===== src/rtl/oscillator_phase_if.sv =====
// Bundle between the note/pitch controller and the phase generator.
// The controller side drives enable, note gate and divider; the phase
// generator returns the sawtooth phase, its step pulse and the run flag.
interface oscillator_phase_if #(
  parameter int DIV_WIDTH   = 16,
  parameter int PHASE_WIDTH = 8
);
  logic                   en;
  logic                   note_valid;
  logic [DIV_WIDTH-1:0]   divider;
  logic [PHASE_WIDTH-1:0] quotient;
  logic                   phase_tick;
  logic                   active;

  modport master (
    output en, note_valid, divider,
    input  quotient, phase_tick, active
  );

  modport slave (
    input  en, note_valid, divider,
    output quotient, phase_tick, active
  );
endinterface


===== src/rtl/oscillator_phase.sv =====
// Sawtooth phase generator feeding the waveshaper. A clock-divide counter
// advances the 8-bit phase once every div_q enabled clocks. The latched
// divider is only refreshed on the 255 -> 0 wrap so pitch changes never
// cut a waveform period short. Dropping the note (or a zero divider)
// aborts to IDLE with the phase cleared.
module oscillator_phase #(
  parameter int DIV_WIDTH   = 16,
  parameter int PHASE_WIDTH = 8
) (
  input  logic           clk,
  input  logic           n_rst,
  oscillator_phase_if.slave bus
);

  typedef enum logic {
    IDLE = 1'b0,
    RUN  = 1'b1
  } state_t;

  localparam logic [DIV_WIDTH-1:0]   DIV_ZERO   = {DIV_WIDTH{1'b0}};
  localparam logic [DIV_WIDTH-1:0]   DIV_ONE    = {{(DIV_WIDTH-1){1'b0}}, 1'b1};
  localparam logic [PHASE_WIDTH-1:0] PHASE_ZERO = {PHASE_WIDTH{1'b0}};
  localparam logic [PHASE_WIDTH-1:0] PHASE_ONE  = {{(PHASE_WIDTH-1){1'b0}}, 1'b1};
  localparam logic [PHASE_WIDTH-1:0] PHASE_MAX  = {PHASE_WIDTH{1'b1}};

  state_t                 state;
  state_t                 state_nxt;
  logic [DIV_WIDTH-1:0]   count;
  logic [DIV_WIDTH-1:0]   count_nxt;
  logic [DIV_WIDTH-1:0]   div_q;
  logic [DIV_WIDTH-1:0]   div_nxt;
  logic [PHASE_WIDTH-1:0] phase;
  logic [PHASE_WIDTH-1:0] phase_nxt;
  logic                   tick;
  logic                   tick_nxt;
  logic                   act;
  logic                   act_nxt;

  // A note can start only with a non-zero divider; a running note stops
  // when released or when the latched divider is zero.
  logic start;
  logic abort;
  logic step;

  assign start = bus.note_valid && (bus.divider != DIV_ZERO);
  assign abort = !bus.note_valid || (div_q == DIV_ZERO);
  assign step  = (count == (div_q - DIV_ONE));

  // State register plus registered datapath and outputs.
  always_ff @(posedge clk or negedge n_rst) begin
    if (!n_rst) begin
      state <= IDLE;
      count <= DIV_ZERO;
      div_q <= DIV_ZERO;
      phase <= PHASE_ZERO;
      tick  <= 1'b0;
      act   <= 1'b0;
    end else begin
      state <= state_nxt;
      count <= count_nxt;
      div_q <= div_nxt;
      phase <= phase_nxt;
      tick  <= tick_nxt;
      act   <= act_nxt;
    end
  end

  // Next-state selection; a low enable freezes the FSM.
  always_comb begin
    state_nxt = state;
    if (!bus.en) begin
      state_nxt = state;
    end else begin
      case (state)
        IDLE: begin
          if (start) state_nxt = RUN;
          else       state_nxt = IDLE;
        end
        RUN: begin
          if (abort) state_nxt = IDLE;
          else       state_nxt = RUN;
        end
        default: state_nxt = IDLE;
      endcase
    end
  end

  // Datapath and output next values; abort wins over stepping.
  always_comb begin
    count_nxt = count;
    div_nxt   = div_q;
    phase_nxt = phase;
    tick_nxt  = 1'b0;
    if (!bus.en) begin
      count_nxt = count;
      div_nxt   = div_q;
      phase_nxt = phase;
    end else begin
      case (state)
        IDLE: begin
          count_nxt = DIV_ZERO;
          phase_nxt = PHASE_ZERO;
          if (start) div_nxt = bus.divider;
          else       div_nxt = div_q;
        end
        RUN: begin
          if (abort) begin
            count_nxt = DIV_ZERO;
            phase_nxt = PHASE_ZERO;
          end else if (step) begin
            count_nxt = DIV_ZERO;
            phase_nxt = phase + PHASE_ONE;
            tick_nxt  = 1'b1;
            // New pitch takes effect only at the start of a fresh period.
            if (phase == PHASE_MAX) div_nxt = bus.divider;
            else                    div_nxt = div_q;
          end else begin
            count_nxt = count + DIV_ONE;
          end
        end
        default: begin
          count_nxt = DIV_ZERO;
          div_nxt   = DIV_ZERO;
          phase_nxt = PHASE_ZERO;
        end
      endcase
    end
    act_nxt = (state_nxt == RUN);
  end

  assign bus.quotient   = phase;
  assign bus.phase_tick = tick;
  assign bus.active     = act;

endmodule


===== src/flat_wrapper.sv =====
// flat-port wrapper written by rule: the top's interface ports become plain ports
module oscillator_phase_flat 
#(
  parameter int DIV_WIDTH   = 16,
  parameter int PHASE_WIDTH = 8
)
  (clk, n_rst, bus_en, bus_note_valid, bus_divider, bus_quotient, bus_phase_tick, bus_active);
  oscillator_phase_if #(.DIV_WIDTH(DIV_WIDTH), .PHASE_WIDTH(PHASE_WIDTH)) bus_i ();
  input  logic clk;
  input  logic n_rst;
  input wire logic [$bits(bus_i.en)-1:0] bus_en;
  input wire logic [$bits(bus_i.note_valid)-1:0] bus_note_valid;
  input wire logic [$bits(bus_i.divider)-1:0] bus_divider;
  output wire logic [$bits(bus_i.quotient)-1:0] bus_quotient;
  output wire logic [$bits(bus_i.phase_tick)-1:0] bus_phase_tick;
  output wire logic [$bits(bus_i.active)-1:0] bus_active;
  assign bus_i.en = bus_en;
  assign bus_i.note_valid = bus_note_valid;
  assign bus_i.divider = bus_divider;
  assign bus_quotient = bus_i.quotient;
  assign bus_phase_tick = bus_i.phase_tick;
  assign bus_active = bus_i.active;
  oscillator_phase #(.DIV_WIDTH(DIV_WIDTH), .PHASE_WIDTH(PHASE_WIDTH)) u_core (.clk(clk), .n_rst(n_rst), .bus(bus_i));
endmodule

===== config.mk =====
export PLATFORM = sky130hd
export DESIGN_NAME = oscillator_phase_flat
export DESIGN_NICKNAME = d
export VERILOG_FILES = /design/src/rtl/oscillator_phase_if.sv /design/src/rtl/oscillator_phase.sv /design/src/flat_wrapper.sv
export SDC_FILE = /design/constraint.sdc
export NUM_CORES = 1
export LEC_CHECK = 0
export CORE_MARGIN = 1
export CORE_UTILIZATION = 54
export CTS_BUF_LIST = sky130_fd_sc_hd__clkbuf_8
export DETAILED_ROUTE_END_ITERATION = 7
export PLACE_DENSITY = 0.77
export SLEW_MARGIN = 20
export SYNTH_ARGS = -nofsm -noshare
export SYNTH_HDL_FRONTEND = slang
export SYNTH_SLANG_ARGS = --single-unit
export TNS_END_PERCENT = 20

===== constraint.sdc =====
create_clock -name clk -period 4.38 [get_ports clk]
set_input_delay 1.314 -clock clk [delete_from_list [all_inputs] [get_ports clk]]
set_output_delay 1.314 -clock clk [all_outputs]
set_load 0.01 [all_outputs]

==> metrics.txt, run 1 <==
# TYPE chip_impl_metric gauge
chip_impl_metric{name="syn_inst",unit=""} 275
chip_impl_metric{name="finalPower",unit="uW"} 1080
chip_impl_info{name="min-delay-path-class",value="flip-flop to flip-flop"} 1
chip_impl_metric{name="synth-warning-count",unit=""} 0
chip_impl_info{name="grt_busiest_layer",value="met2"} 1
chip_impl_metric{name="max_cap_viol_count",unit=""} 0
chip_impl_metric{name="insertion_delay",unit="ns"} 0.29
chip_impl_metric{name="timing_worst_slew_pin_value",unit="ns"} 0.972
chip_impl_metric{name="ff_latch_area",unit="um^2"} 1050
chip_impl_info{name="cts_root_buf",value="sky130_fd_sc_hd__clkbuf_8"} 1
chip_impl_metric{name="setup_viol",unit=""} 0
chip_impl_info{name="worst_path_max_delay_cell",value="sky130_fd_sc_hd__o41a_1"} 1
chip_impl_info{name="crit_path_end_kind",value="flip-flop"} 1
chip_impl_metric{name="dp.final_hpwl",unit="um"} 4230
chip_impl_metric{name="port_bufs",unit=""} 29
chip_impl_metric{name="synth.net_count",unit=""} 299
chip_impl_metric{name="pre_cts_slack",unit="ns"} 0.327
chip_impl_metric{name="syn_area",unit="um^2"} 2660
chip_impl_info{name="r2r-start",value="u_core.div_q[0]"} 1
chip_impl_info{name="layout.cells.most_common_list",value="42 x sky130_fd_sc_hd__dfrtp_1, 33 x sky130_fd_sc_hd__nor2_1, 28 x sky130_fd_sc_hd__clkdlybuf4s50_1"} 1
chip_impl_metric{name="number_of_synthesized_flops_with_an_enable_pin",unit=""} 0
chip_impl_metric{name="timing_max_transition_violations_final",unit=""} 0
chip_impl_metric{name="maximum_number_of_pins_on_one_net_before_global_route_repair",unit=""} 43
chip_impl_metric{name="crit_path_max_fanout",unit=""} 16
chip_impl_metric{name="first_global_vias",unit=""} 1917
chip_impl_info{name="synth_ff_type",value="sky130_fd_sc_hd__dfrtp_1"} 1
chip_impl_metric{name="cts.reportedPaths.clkPinSlew",unit="ns"} 0.08
chip_impl_metric{name="reg2regPathDepth",unit=""} 9
chip_impl_metric{name="cts-resized-gates",unit=""} 0
chip_impl_metric{name="holdWs",unit="ns"} 0.531
chip_impl_metric{name="fin_setup_tns",unit="ns"} 0
chip_impl_metric{name="post_route_cells_drive_above_1_share",unit="%"} 12.3
chip_impl_metric{name="n_antenna_cell",unit=""} 0
chip_impl_metric{name="die-area",unit="um^2"} 5220
chip_impl_info{name="final_common_cell",value="sky130_fd_sc_hd__dfrtp_1"} 1
chip_impl_metric{name="std_cell_rows",unit=""} 25
chip_impl_metric{name="synth.distinct_cells",unit=""} 49
chip_impl_metric{name="post-route-min-period",unit="ns"} 4.09
chip_impl_metric{name="postRouteWirelength",unit="um"} 5690
chip_impl_metric{name="finish.net_count",unit=""} 324
chip_impl_metric{name="flip_flop_and_latch_count_after_synthesis",unit=""} 42
chip_impl_metric{name="fin_worst_skew",unit="ns"} 0.00401
chip_impl_info{name="run_status",value="completed"} 1
chip_impl_metric{name="ant_nets",unit=""} 0
chip_impl_metric{name="final_hold_violation_count",unit=""} 0
chip_impl_metric{name="cts_hold_buf",unit=""} 0
chip_impl_metric{name="track_usage",unit="%"} 23.5
chip_impl_info{name="critPathTopFamily",value="simple AND/OR/NAND/NOR gates"} 1
chip_impl_metric{name="required",unit="ns"} 4.56
chip_impl_metric{name="buffer_levels_on_the_longest_clock_path",unit=""} 2
chip_impl_metric{name="post-cts-setup-buffers",unit=""} 0
chip_impl_metric{name="grt.met1_usage",unit="%"} 31.8
chip_impl_info{name="crit_type",value="flip-flop to flip-flop"} 1
chip_impl_info{name="timing.critical_path.to",value="u_core.div_q[9]"} 1
chip_impl_metric{name="routed-via-count",unit=""} 2100
chip_impl_metric{name="floorplan.die.width",unit="um"} 72.2
chip_impl_info{name="timing.rr.end",value="u_core.div_q[9]"} 1
chip_impl_metric{name="dp.cells",unit=""} 360
chip_impl_metric{name="detail_route.drc_violations",unit=""} 0
chip_impl_metric{name="grt.met3_usage",unit="%"} 4.17
chip_impl_metric{name="leakage",unit="uW"} 0.00130
chip_impl_info{name="cells_along_the_critical_path",value="inv_1, ha_1, nor3b_1, nand2_1, xor2_1, a2111o_1, or4_1, o41a_1, mux2_4"} 1
chip_impl_metric{name="setup_slack",unit="ns"} 0.287
chip_impl_metric{name="max_clock_freq",unit="MHz"} 244
chip_impl_info{name="cts_tree",value="built"} 1
chip_impl_metric{name="multi_input_area",unit="um^2"} 1510
chip_impl_metric{name="setup.reg_to_reg.worst_slack",unit="ns"} 0.29
chip_impl_metric{name="async_reset_ff_share",unit="%"} 100
chip_impl_metric{name="cts.sinks",unit=""} 42
chip_impl_metric{name="cts.htree.levels",unit=""} 2
chip_impl_info{name="setup.worst_path.start_class",value="flip-flop"} 1
chip_impl_metric{name="die_height",unit="um"} 72.2
chip_impl_metric{name="largest_voltage_drop_on_the_vdd_net",unit="V"} 0.000198
chip_impl_metric{name="io_pins",unit=""} 30
chip_impl_metric{name="dr.pass1.iters",unit=""} 4
chip_impl_metric{name="initial_antenna_violation_count",unit=""} 0
chip_impl_metric{name="syn2layout_area_growth",unit="%"} 15.9
chip_impl_metric{name="drt_first_iter_violations",unit=""} 138
chip_impl_metric{name="route.detailed.wl_per_inst",unit="um"} 15.4
chip_impl_metric{name="tritoncts.num_buffers",unit=""} 5
chip_impl_metric{name="via_per_inst",unit=""} 5.71
chip_impl_metric{name="initial_utilization",unit="%"} 56.4
chip_impl_metric{name="post_layout_nonfiller_instances",unit=""} 368
chip_impl_metric{name="slowest_delay",unit="ns"} 0.82
chip_impl_metric{name="critical_path_depth",unit=""} 9
chip_impl_metric{name="routabilityCongestion",unit=""} 0.921
chip_impl_info{name="setup_repair_after_global_routing_missed_its_margin",value="no"} 1
chip_impl_metric{name="post-route-period-util",unit="%"} 93.5
chip_impl_metric{name="number_of_buffer_and_inverter_stages_on_the_critical_path",unit=""} 1
chip_impl_metric{name="fillers",unit=""} 399
chip_impl_metric{name="power_density",unit="nW/um^2"} 350
chip_impl_metric{name="cp_data_arrival_time",unit="ns"} 4.27
chip_impl_info{name="crit_start",value="u_core.div_q[0]"} 1
chip_impl_metric{name="seq_area_frac_synth",unit="%"} 39.5
chip_impl_metric{name="slew-limit-headroom",unit="%"} 35.2
chip_impl_metric{name="grt_first_pass_wirelength",unit="um"} 9290
chip_impl_metric{name="core-area",unit="um^2"} 4720
chip_impl_metric{name="met2_usage",unit="%"} 38.4
chip_impl_metric{name="syn-mean-instance-area",unit="um^2"} 9.69
chip_impl_metric{name="grt-ovfl-total",unit=""} 0
report_power, final:
group	internal (uW)	switching (uW)
Combinational	157	123
Clock	159	126
Sequential	433	83.3
metrics by stage:
stage | utilization, % | area [um^2]
finish | 65.4 | 3090
global placement | 63.0 | 2980
detailed placement | 63.0 | 2980
global route | 65.4 | 3090
CTS | 65.4 | 3090
floorplan | - | 2660
cells by family (layout without fill, tap and decap cells):
group / Yosys count / in the layout / share of synthesized area [%]
AND/OR/NAND/NOR: 122 / 122 / 24.7
adder cells (fa/ha/maj): 4 / 4 / 1.88
buffers and inverters: 21 / 47 / 4.04
XOR/XNOR: 32 / 32 / 10.5
multiplexers: 23 / 23 / 10.9
flip-flops: 42 / 42 / 39.5
AO/OA/AOI/OAI: 31 / 31 / 8.50
worst min path at each step:
stage | startpoint | end | slack [ns] | depth (start not counted)
floorplan | u_core.div_q[15] | u_core.div_q[15] | 0.52 | 1
global placement | u_core.bus.quotient[0] | u_core.bus.quotient[0] | 0.51 | 1
global route | u_core.bus.quotient[0] | u_core.bus.quotient[0] | 0.56 | 1
finish | u_core.bus.quotient[0] | u_core.bus.quotient[0] | 0.53 | 1
detailed placement | u_core.bus.quotient[0] | u_core.bus.quotient[0] | 0.52 | 1
CTS | u_core.bus.quotient[0] | u_core.bus.quotient[0] | 0.53 | 1
cell usage after synthesis (2+ instances only):
master | n | area, um^2
sky130_fd_sc_hd__ha_1 | 4 | 50.1
sky130_fd_sc_hd__nor4_1 | 8 | 50.1
sky130_fd_sc_hd__dfrtp_1 | 42 | 1050
sky130_fd_sc_hd__buf_6 | 2 | 22.5
sky130_fd_sc_hd__and3_1 | 7 | 43.8
sky130_fd_sc_hd__clkbuf_1 | 10 | 37.5
sky130_fd_sc_hd__nor3b_1 | 4 | 30.0
sky130_fd_sc_hd__or4_1 | 3 | 22.5
sky130_fd_sc_hd__xor2_1 | 15 | 131
sky130_fd_sc_hd__o21ai_0 | 2 | 10.0
sky130_fd_sc_hd__nand4_1 | 10 | 62.6
sky130_fd_sc_hd__nor2b_1 | 2 | 12.5
sky130_fd_sc_hd__nand2_1 | 19 | 71.3
sky130_fd_sc_hd__xnor2_1 | 17 | 149
sky130_fd_sc_hd__inv_1 | 5 | 18.8
sky130_fd_sc_hd__mux2_4 | 10 | 150
sky130_fd_sc_hd__mux2_2 | 8 | 90.1
sky130_fd_sc_hd__a21oi_1 | 9 | 45.0
sky130_fd_sc_hd__or2_2 | 2 | 12.5
sky130_fd_sc_hd__or4_4 | 2 | 22.5
sky130_fd_sc_hd__mux2i_1 | 5 | 50.1
sky130_fd_sc_hd__nand3_1 | 16 | 80.1
sky130_fd_sc_hd__nand4b_1 | 2 | 17.5
sky130_fd_sc_hd__nor2_1 | 33 | 124
sky130_fd_sc_hd__a22o_1 | 3 | 26.3
sky130_fd_sc_hd__nor3_1 | 8 | 40.0
sky130_fd_sc_hd__o211ai_1 | 2 | 15.0
sky130_fd_sc_hd__buf_2 | 2 | 10.0
sky130_fd_sc_hd__a21o_1 | 3 | 22.5
flip-flops by register name, summed over array words and instances (netlist names):
name and cells:
u_core.bus.quotient 8, u_core.bus.phase_tick 1, u_core.div_q 16, u_core.count 16, u_core.state 1
metal layers:
metal | routed length, um | vias up
li1 | - | 1046
met1 | 2650 | 995
met2 | 2730 | 49
met3 | 192 | 10
met4 | 114 | 0
met5 | 0 | -
cell type report:
cell class / instances / area share, %
sequential: 42 / 34.0
timing repair buffer: 33 / 10.2
clock buffer: 8 / 3.57
multi-input combinational: 212 / 48.7
tap: 67 / 2.71
inverter: 6 / 0.729
worst register-to-register path, delay by kind of cell (launching register included):
kind	cells	cell delay [ns]
buf+inv	1	0.11
xor+xnor	1	0.19
mux	1	0.44
flops	1	0.45
compound gates	2	1.23
simple gates	3	1.38
fa+ha+maj	1	0.19
Power figures use the tool's default switching activity.
==> run 2: changes to the inputs <==
==> constraint.sdc (replaced) <==
create_clock -name clk -period 4.3 [get_ports clk]
set_input_delay 1.29 -clock clk [delete_from_list [all_inputs] [get_ports clk]]
set_output_delay 1.29 -clock clk [all_outputs]
set_load 0.01 [all_outputs]
==> run 2 against run 1 <==
Compared with the run above:
- hold slack got worse by 0.0012 ns
- count of clock-buffer cells in the layout is 3 lower
- global-route usage up 1.1 points
- non-clock buffer count is the same
- first-iteration DRC count up 31%
- clock power shrank 9.5%
- critical path type unchanged
- cell area shrank 0.49%
- highest routed layer unchanged
- critical endpoint is now u_core.div_q[8]
- sequential share of layout area grew 0.17 points
- largest cell class unchanged
- sequential power rose by 2%
- cell count did not move
==> metrics.txt, run 2 (same netlist as run 1, synthesis figures left out) <==
# TYPE chip_impl_metric gauge
chip_impl_info{name="cells_along_the_critical_path",value="or4_4, nor4b_4, mux2_2, mux2i_1, a32oi_1, or4_1, o41a_1, mux2_4"} 1
chip_impl_metric{name="ant_nets",unit=""} 0
chip_impl_info{name="timing.critical_path.to",value="u_core.div_q[8]"} 1
chip_impl_metric{name="timing_max_transition_violations_final",unit=""} 0
chip_impl_info{name="r2r-start",value="u_core.div_q[2]"} 1
chip_impl_metric{name="post_layout_nonfiller_instances",unit=""} 368
chip_impl_metric{name="postRouteWirelength",unit="um"} 5790
chip_impl_metric{name="grt-ovfl-total",unit=""} 0
chip_impl_metric{name="initial_utilization",unit="%"} 56.4
chip_impl_info{name="critPathTopFamily",value="simple AND/OR/NAND/NOR gates"} 1
chip_impl_metric{name="post-route-period-util",unit="%"} 91.4
chip_impl_metric{name="route.detailed.wl_per_inst",unit="um"} 15.7
chip_impl_metric{name="setup.reg_to_reg.worst_slack",unit="ns"} 0.37
chip_impl_metric{name="required",unit="ns"} 4.48
chip_impl_metric{name="slew-limit-headroom",unit="%"} 34.1
chip_impl_metric{name="area_post_placement",unit="um^2"} 2980
chip_impl_metric{name="initial_antenna_violation_count",unit=""} 0
chip_impl_info{name="crit_path_end_kind",value="flip-flop"} 1
chip_impl_metric{name="fin_worst_skew",unit="ns"} 0.0118
chip_impl_metric{name="core-area",unit="um^2"} 4720
chip_impl_info{name="crit_type",value="flip-flop to flip-flop"} 1
chip_impl_metric{name="leakage",unit="uW"} 0.00128
chip_impl_metric{name="die_height",unit="um"} 72.2
chip_impl_metric{name="routabilityCongestion",unit=""} 0.927
chip_impl_metric{name="post-route-min-period",unit="ns"} 3.93
chip_impl_metric{name="maximum_number_of_pins_on_one_net_before_global_route_repair",unit=""} 43
chip_impl_metric{name="detail_route.drc_violations",unit=""} 0
chip_impl_metric{name="via_per_inst",unit=""} 5.86
chip_impl_info{name="cts_tree",value="built"} 1
chip_impl_info{name="cts_root_buf",value="sky130_fd_sc_hd__clkbuf_8"} 1
chip_impl_info{name="layout.cells.most_common_list",value="42 x sky130_fd_sc_hd__dfrtp_1, 33 x sky130_fd_sc_hd__nor2_1, 28 x sky130_fd_sc_hd__clkdlybuf4s50_1"} 1
chip_impl_metric{name="drt_first_iter_violations",unit=""} 181
chip_impl_info{name="setup.worst_path.start_class",value="flip-flop"} 1
chip_impl_metric{name="routed-via-count",unit=""} 2158
chip_impl_info{name="crit_start",value="u_core.div_q[2]"} 1
chip_impl_metric{name="dp.cells",unit=""} 360
chip_impl_metric{name="crit_path_max_fanout",unit=""} 16
chip_impl_info{name="timing.rr.end",value="u_core.div_q[8]"} 1
chip_impl_info{name="final_common_cell",value="sky130_fd_sc_hd__dfrtp_1"} 1
chip_impl_metric{name="insertion_delay",unit="ns"} 0.31
chip_impl_metric{name="reg2regPathDepth",unit=""} 8
chip_impl_metric{name="timing_worst_slew_pin_value",unit="ns"} 0.989
chip_impl_metric{name="dp.final_hpwl",unit="um"} 4300
chip_impl_metric{name="cp_data_arrival_time",unit="ns"} 4.11
chip_impl_metric{name="buffer_levels_on_the_longest_clock_path",unit=""} 2
chip_impl_metric{name="final_hold_violation_count",unit=""} 0
chip_impl_metric{name="number_of_buffer_and_inverter_stages_on_the_critical_path",unit=""} 0
chip_impl_metric{name="std_cell_rows",unit=""} 25
chip_impl_metric{name="floorplan.die.width",unit="um"} 72.2
chip_impl_metric{name="io_pins",unit=""} 30
chip_impl_metric{name="n_antenna_cell",unit=""} 0
chip_impl_metric{name="cts_hold_buf",unit=""} 0
chip_impl_info{name="worst_path_max_delay_cell",value="sky130_fd_sc_hd__o41a_1"} 1
chip_impl_metric{name="fin_area",unit="um^2"} 3070
chip_impl_metric{name="slowest_delay",unit="ns"} 0.82
chip_impl_metric{name="die-area",unit="um^2"} 5220
chip_impl_metric{name="cts.sinks",unit=""} 42
chip_impl_metric{name="max_clock_freq",unit="MHz"} 254
chip_impl_info{name="setup_repair_after_global_routing_missed_its_margin",value="no"} 1
chip_impl_metric{name="port_bufs",unit=""} 29
chip_impl_metric{name="setup_slack",unit="ns"} 0.369
chip_impl_metric{name="tritoncts.num_buffers",unit=""} 5
chip_impl_metric{name="syn2layout_area_growth",unit="%"} 15.4
chip_impl_metric{name="cts.htree.levels",unit=""} 2
chip_impl_metric{name="grt_first_pass_wirelength",unit="um"} 9680
chip_impl_metric{name="power_density",unit="nW/um^2"} 349
chip_impl_metric{name="max_cap_viol_count",unit=""} 0
chip_impl_metric{name="post_route_cells_drive_above_1_share",unit="%"} 12.6
chip_impl_metric{name="fin_setup_tns",unit="ns"} 0
chip_impl_metric{name="pre_cts_slack",unit="ns"} 0.233
chip_impl_metric{name="dr.pass1.iters",unit=""} 4
chip_impl_metric{name="track_usage",unit="%"} 24.6
chip_impl_metric{name="first_global_vias",unit=""} 1992
chip_impl_metric{name="holdWs",unit="ns"} 0.530
chip_impl_info{name="run_status",value="completed"} 1
chip_impl_metric{name="finish.net_count",unit=""} 324
chip_impl_metric{name="cts.reportedPaths.clkPinSlew",unit="ns"} 0.09
chip_impl_metric{name="largest_voltage_drop_on_the_vdd_net",unit="V"} 0.000193
chip_impl_metric{name="setup_viol",unit=""} 0
chip_impl_metric{name="critical_path_depth",unit=""} 8
chip_impl_info{name="min-delay-path-class",value="flip-flop to flip-flop"} 1
run 2: per-stage QoR:
step | utilization, % | power [uW]
5_1_grt | 65.1 | 1130
4_1_cts | 65.0 | 1080
3_5_place_dp | 63.0 | 820
2_1_floorplan | - | 735
3_3_place_gp | 63.0 | 810
6_report | 65.1 | 1070
run 2: where the power goes:
part / switching [uW] / internal, uW / leakage [uW] / total (uW)
clock network: 144 / 114 / 0.0000441 / 258
registers: 86.7 / 441 / 0.000549 / 528
logic: 126 / 161 / 0.000692 / 287
total: 357 / 716 / 0.00128 / 1070
run 2: per-layer routing:
layer / GRT usage (%) / part of all wire (%)
met5: 0 / 0
met4: 9.80 / 2.0
met3: 3.75 / 3.5
met2: 40.2 / 49
met1: 32.9 / 45
run 2: how the worst min path moves through the flow:
stage                                 startpoint  depth (start not counted)  slack (ns)                endpoint
after detailed placement  u_core.bus.quotient[0]                          1        0.52  u_core.bus.quotient[0]
after global placement    u_core.bus.quotient[0]                          1        0.51  u_core.bus.quotient[0]
after floorplan                 u_core.div_q[15]                          1        0.52        u_core.div_q[15]
final                     u_core.bus.quotient[0]                          1        0.53  u_core.bus.quotient[0]
after global routing      u_core.bus.quotient[0]                          1        0.56  u_core.bus.quotient[0]
after CTS                 u_core.bus.quotient[0]                          1        0.54  u_core.bus.quotient[0]
run 2: cell type report:
type	count	area (um^2)
Fill cell	390	1650
Multi-Input combinational cell	212	1510
Sequential cell	42	1050
Timing Repair Buffer	33	315
Tap cell	67	83.8
Clock buffer	5	68.8
Inverter	6	22.5
Clock inverter	3	21.3
run 2: worst reg2reg max path, cell delays in order, from the launching register on:
cell	delay, ns
sky130_fd_sc_hd__dfrtp_1	0.47
sky130_fd_sc_hd__or4_4	0.58
sky130_fd_sc_hd__nor4b_4	0.34
sky130_fd_sc_hd__mux2_2	0.37
sky130_fd_sc_hd__mux2i_1	0.13
sky130_fd_sc_hd__a32oi_1	0.08
sky130_fd_sc_hd__or4_1	0.57
sky130_fd_sc_hd__o41a_1	0.83
sky130_fd_sc_hd__mux2_4	0.44
run 2: what timing repair did:
item                                    CTS  global route
buffers inserted                          0             0
hold endpoints to repair                  0             0
endpoints found under the setup margin    0            16
resized for setup                         0             1
==> run 3: changes to the inputs <==
--- a/config.mk
+++ b/config.mk
@@ -5,12 +5,12 @@
 export SDC_FILE = /design/constraint.sdc
 export NUM_CORES = 1
 export LEC_CHECK = 0
+export CORE_ASPECT_RATIO = 0.7
 export CORE_MARGIN = 1
 export CORE_UTILIZATION = 54
 export CTS_BUF_LIST = sky130_fd_sc_hd__clkbuf_8
 export DETAILED_ROUTE_END_ITERATION = 7
 export PLACE_DENSITY = 0.77
-export SLEW_MARGIN = 20
 export SYNTH_ARGS = -nofsm -noshare
 export SYNTH_HDL_FRONTEND = slang
 export SYNTH_SLANG_ARGS = --single-unit
==> run 3 against run 2 <==
Compared with the run above:
- hold slack better by 0.018 ns
- clock power up 22%
- worst setup slack better by 0.11 ns
- highest routed layer unchanged
==> metrics.txt, run 3 (same netlist as run 1, synthesis figures left out) <==
# TYPE chip_impl_metric gauge
chip_impl_metric{name="timing_max_transition_violations_final",unit=""} 0
chip_impl_info{name="cts_tree",value="built"} 1
chip_impl_metric{name="floorplan.die.width",unit="um"} 85.9
chip_impl_metric{name="routabilityCongestion",unit=""} 0.909
chip_impl_metric{name="required",unit="ns"} 4.49
chip_impl_metric{name="first_global_vias",unit=""} 2005
chip_impl_info{name="layout.cells.most_common_list",value="42 x sky130_fd_sc_hd__dfrtp_1, 33 x sky130_fd_sc_hd__nor2_1, 28 x sky130_fd_sc_hd__clkdlybuf4s50_1"} 1
chip_impl_info{name="critPathTopFamily",value="simple AND/OR/NAND/NOR gates"} 1
chip_impl_info{name="run_status",value="completed"} 1
chip_impl_metric{name="post-route-min-period",unit="ns"} 3.82
chip_impl_metric{name="via_per_inst",unit=""} 5.70
chip_impl_info{name="worst_path_max_delay_cell",value="sky130_fd_sc_hd__or4_1"} 1
chip_impl_metric{name="finish.net_count",unit=""} 324
chip_impl_metric{name="maximum_number_of_pins_on_one_net_before_global_route_repair",unit=""} 43
chip_impl_info{name="final_common_cell",value="sky130_fd_sc_hd__dfrtp_1"} 1
chip_impl_metric{name="routed-via-count",unit=""} 2092
chip_impl_metric{name="cts.sinks",unit=""} 42
chip_impl_metric{name="power_frac_clock",unit="%"} 27.9
chip_impl_metric{name="insertion_delay",unit="ns"} 0.30
chip_impl_metric{name="cts-resized-gates",unit=""} 0
chip_impl_metric{name="die_height",unit="um"} 60.8
chip_impl_metric{name="postRouteWirelength",unit="um"} 5830
chip_impl_metric{name="setup_viol",unit=""} 0
chip_impl_metric{name="post_layout_nonfiller_instances",unit=""} 367
chip_impl_metric{name="final_hold_violation_count",unit=""} 0
chip_impl_metric{name="largest_voltage_drop_on_the_vdd_net",unit="V"} 0.000217
chip_impl_metric{name="max_clock_freq",unit="MHz"} 262
chip_impl_info{name="min-delay-path-class",value="flip-flop to flip-flop"} 1
chip_impl_metric{name="ff_latch_area",unit="um^2"} 1050
chip_impl_metric{name="grt_first_pass_wirelength",unit="um"} 9940
chip_impl_metric{name="detail_route.drc_violations",unit=""} 0
chip_impl_metric{name="std_cell_rows",unit=""} 20
chip_impl_metric{name="fin_area",unit="um^2"} 3090
chip_impl_metric{name="multi_input_area",unit="um^2"} 1510
chip_impl_metric{name="crit_path_max_fanout",unit=""} 16
chip_impl_metric{name="drt_first_iter_violations",unit=""} 160
chip_impl_info{name="setup_repair_after_global_routing_missed_its_margin",value="no"} 1
chip_impl_metric{name="syn2layout_area_growth",unit="%"} 15.8
chip_impl_metric{name="die-area",unit="um^2"} 5220
chip_impl_metric{name="fin_worst_skew",unit="ns"} 0.00768
chip_impl_metric{name="cts_hold_buf",unit=""} 0
chip_impl_metric{name="fillers",unit=""} 365
chip_impl_metric{name="route.detailed.wl_per_inst",unit="um"} 15.9
chip_impl_metric{name="ant_nets",unit=""} 0
chip_impl_metric{name="pre_cts_slack",unit="ns"} 0.540
chip_impl_metric{name="core-area",unit="um^2"} 4530
chip_impl_metric{name="port_bufs",unit=""} 29
chip_impl_info{name="cells_along_the_critical_path",value="inv_1, ha_1, nor3b_1, o2111a_1, nor3_1, a2111o_1, or4_1, o41a_1, buf_4, mux2_4"} 1
chip_impl_metric{name="dp.final_hpwl",unit="um"} 4390
chip_impl_metric{name="io_pins",unit=""} 30
chip_impl_metric{name="dr.pass1.iters",unit=""} 4
chip_impl_metric{name="portion_of_total_power_attributed_to_sequential_cells",unit="%"} 46.4
chip_impl_metric{name="power_density",unit="nW/um^2"} 365
chip_impl_metric{name="cts.reportedPaths.clkPinSlew",unit="ns"} 0.08
chip_impl_metric{name="max_cap_viol_count",unit=""} 0
chip_impl_info{name="cts_root_buf",value="sky130_fd_sc_hd__clkbuf_8"} 1
chip_impl_metric{name="post-route-period-util",unit="%"} 88.8
chip_impl_info{name="crit_type",value="flip-flop to flip-flop"} 1
chip_impl_metric{name="cellInternalPower",unit="uW"} 771
chip_impl_metric{name="track_usage",unit="%"} 25.0
chip_impl_metric{name="slowest_delay",unit="ns"} 0.64
chip_impl_metric{name="leakage",unit="uW"} 0.00130
chip_impl_metric{name="power.switching",unit="uW"} 354
chip_impl_metric{name="timing_worst_slew_pin_value",unit="ns"} 0.928
chip_impl_info{name="setup.worst_path.start_class",value="flip-flop"} 1
chip_impl_metric{name="initial_utilization",unit="%"} 58.8
chip_impl_metric{name="area_post_placement",unit="um^2"} 2980
chip_impl_metric{name="cp_data_arrival_time",unit="ns"} 4.01
chip_impl_metric{name="dp.cells",unit=""} 359
chip_impl_metric{name="number_of_buffer_and_inverter_stages_on_the_critical_path",unit=""} 2
chip_impl_metric{name="sw_share",unit="%"} 31.5
chip_impl_metric{name="buffer_levels_on_the_longest_clock_path",unit=""} 2
chip_impl_metric{name="tritoncts.num_buffers",unit=""} 5
chip_impl_metric{name="n_antenna_cell",unit=""} 0
chip_impl_metric{name="slew-limit-headroom",unit="%"} 38.1
chip_impl_metric{name="grt-ovfl-total",unit=""} 0
chip_impl_metric{name="post-cts-setup-buffers",unit=""} 0
chip_impl_metric{name="initial_antenna_violation_count",unit=""} 0
chip_impl_metric{name="power.combinational.fraction",unit="%"} 25.7
chip_impl_info{name="crit_path_end_kind",value="flip-flop"} 1
chip_impl_metric{name="setup_slack",unit="ns"} 0.483
chip_impl_metric{name="fin_setup_tns",unit="ns"} 0
chip_impl_metric{name="cts.htree.levels",unit=""} 2
chip_impl_metric{name="post_route_cells_drive_above_1_share",unit="%"} 12.3
run 3: cell types whose count changed in the layout (fill, tap and decap cells not counted), sizes merged:
cell / previous run / this run
clkinvlp: 1 / 0
bufinv: 0 / 1
run 3: power groups by stage:
| stage | Combinational, uW | Clock [uW] | Sequential (uW) |
|---|---|---|---|
| after floorplan | 236 | 0 | 499 |
| after global placement | 276 | 0 | 527 |
| after detailed placement | 286 | 0 | 528 |
| after CTS | 288 | 316 | 520 |
| after global routing | 318 | 335 | 531 |
| final | 289 | 314 | 523 |
run 3: area by class of cell:
class	instances	area share (%)
clock inverter	3	1.30
multi-input combinational	212	48.8
timing repair buffer	33	10.2
clock buffer	5	2.23
inverter	6	0.730
tap	66	2.68
sequential	42	34.1
run 3: routing by layer:
layer / share of wire (%) / global-route usage [%]
met1: 52 / 38.1
met2: 42 / 36.2
met3: 4.3 / 4.76
met4: 1.4 / 7.38
met5: 0 / 0
run 3: metrics by stage:
step / hold WS [ns] / total power, uW / utilization, %
detailed placement: 0.548 / 814 / 65.7
CTS: 0.558 / 1120 / 68.1
global route: 0.577 / 1180 / 68.1
finish: 0.548 / 1130 / 68.1
global placement: 0.516 / 803 / 65.7
floorplan: 0.516 / 735 / -
run 3: worst register-to-register path, delay by kind of cell (launching register included):
kind                       cells  cell delay [ns]
and+or+nand+nor                3             1.23
AOI/OAI and AO/OA              3             1.15
DFF                            1             0.44
buffers and inverters          2             0.34
muxes                          1             0.34
adders and majority gates      1             0.20
run 3: worst paths after layout:
check,startpoint,end,slack [ns],cells after the start
max,u_core.div_q[0],u_core.div_q[1],0.48,10
min,u_core.bus.quotient[0],u_core.bus.quotient[0],0.55,1
max reg2reg,u_core.div_q[0],u_core.div_q[1],0.48,10
min reg2reg,u_core.bus.quotient[0],u_core.bus.quotient[0],0.55,1
max in group asynchronous,n_rst,u_core.count[0],2.59,1
min in group asynchronous,n_rst,u_core.count[10],1.12,1
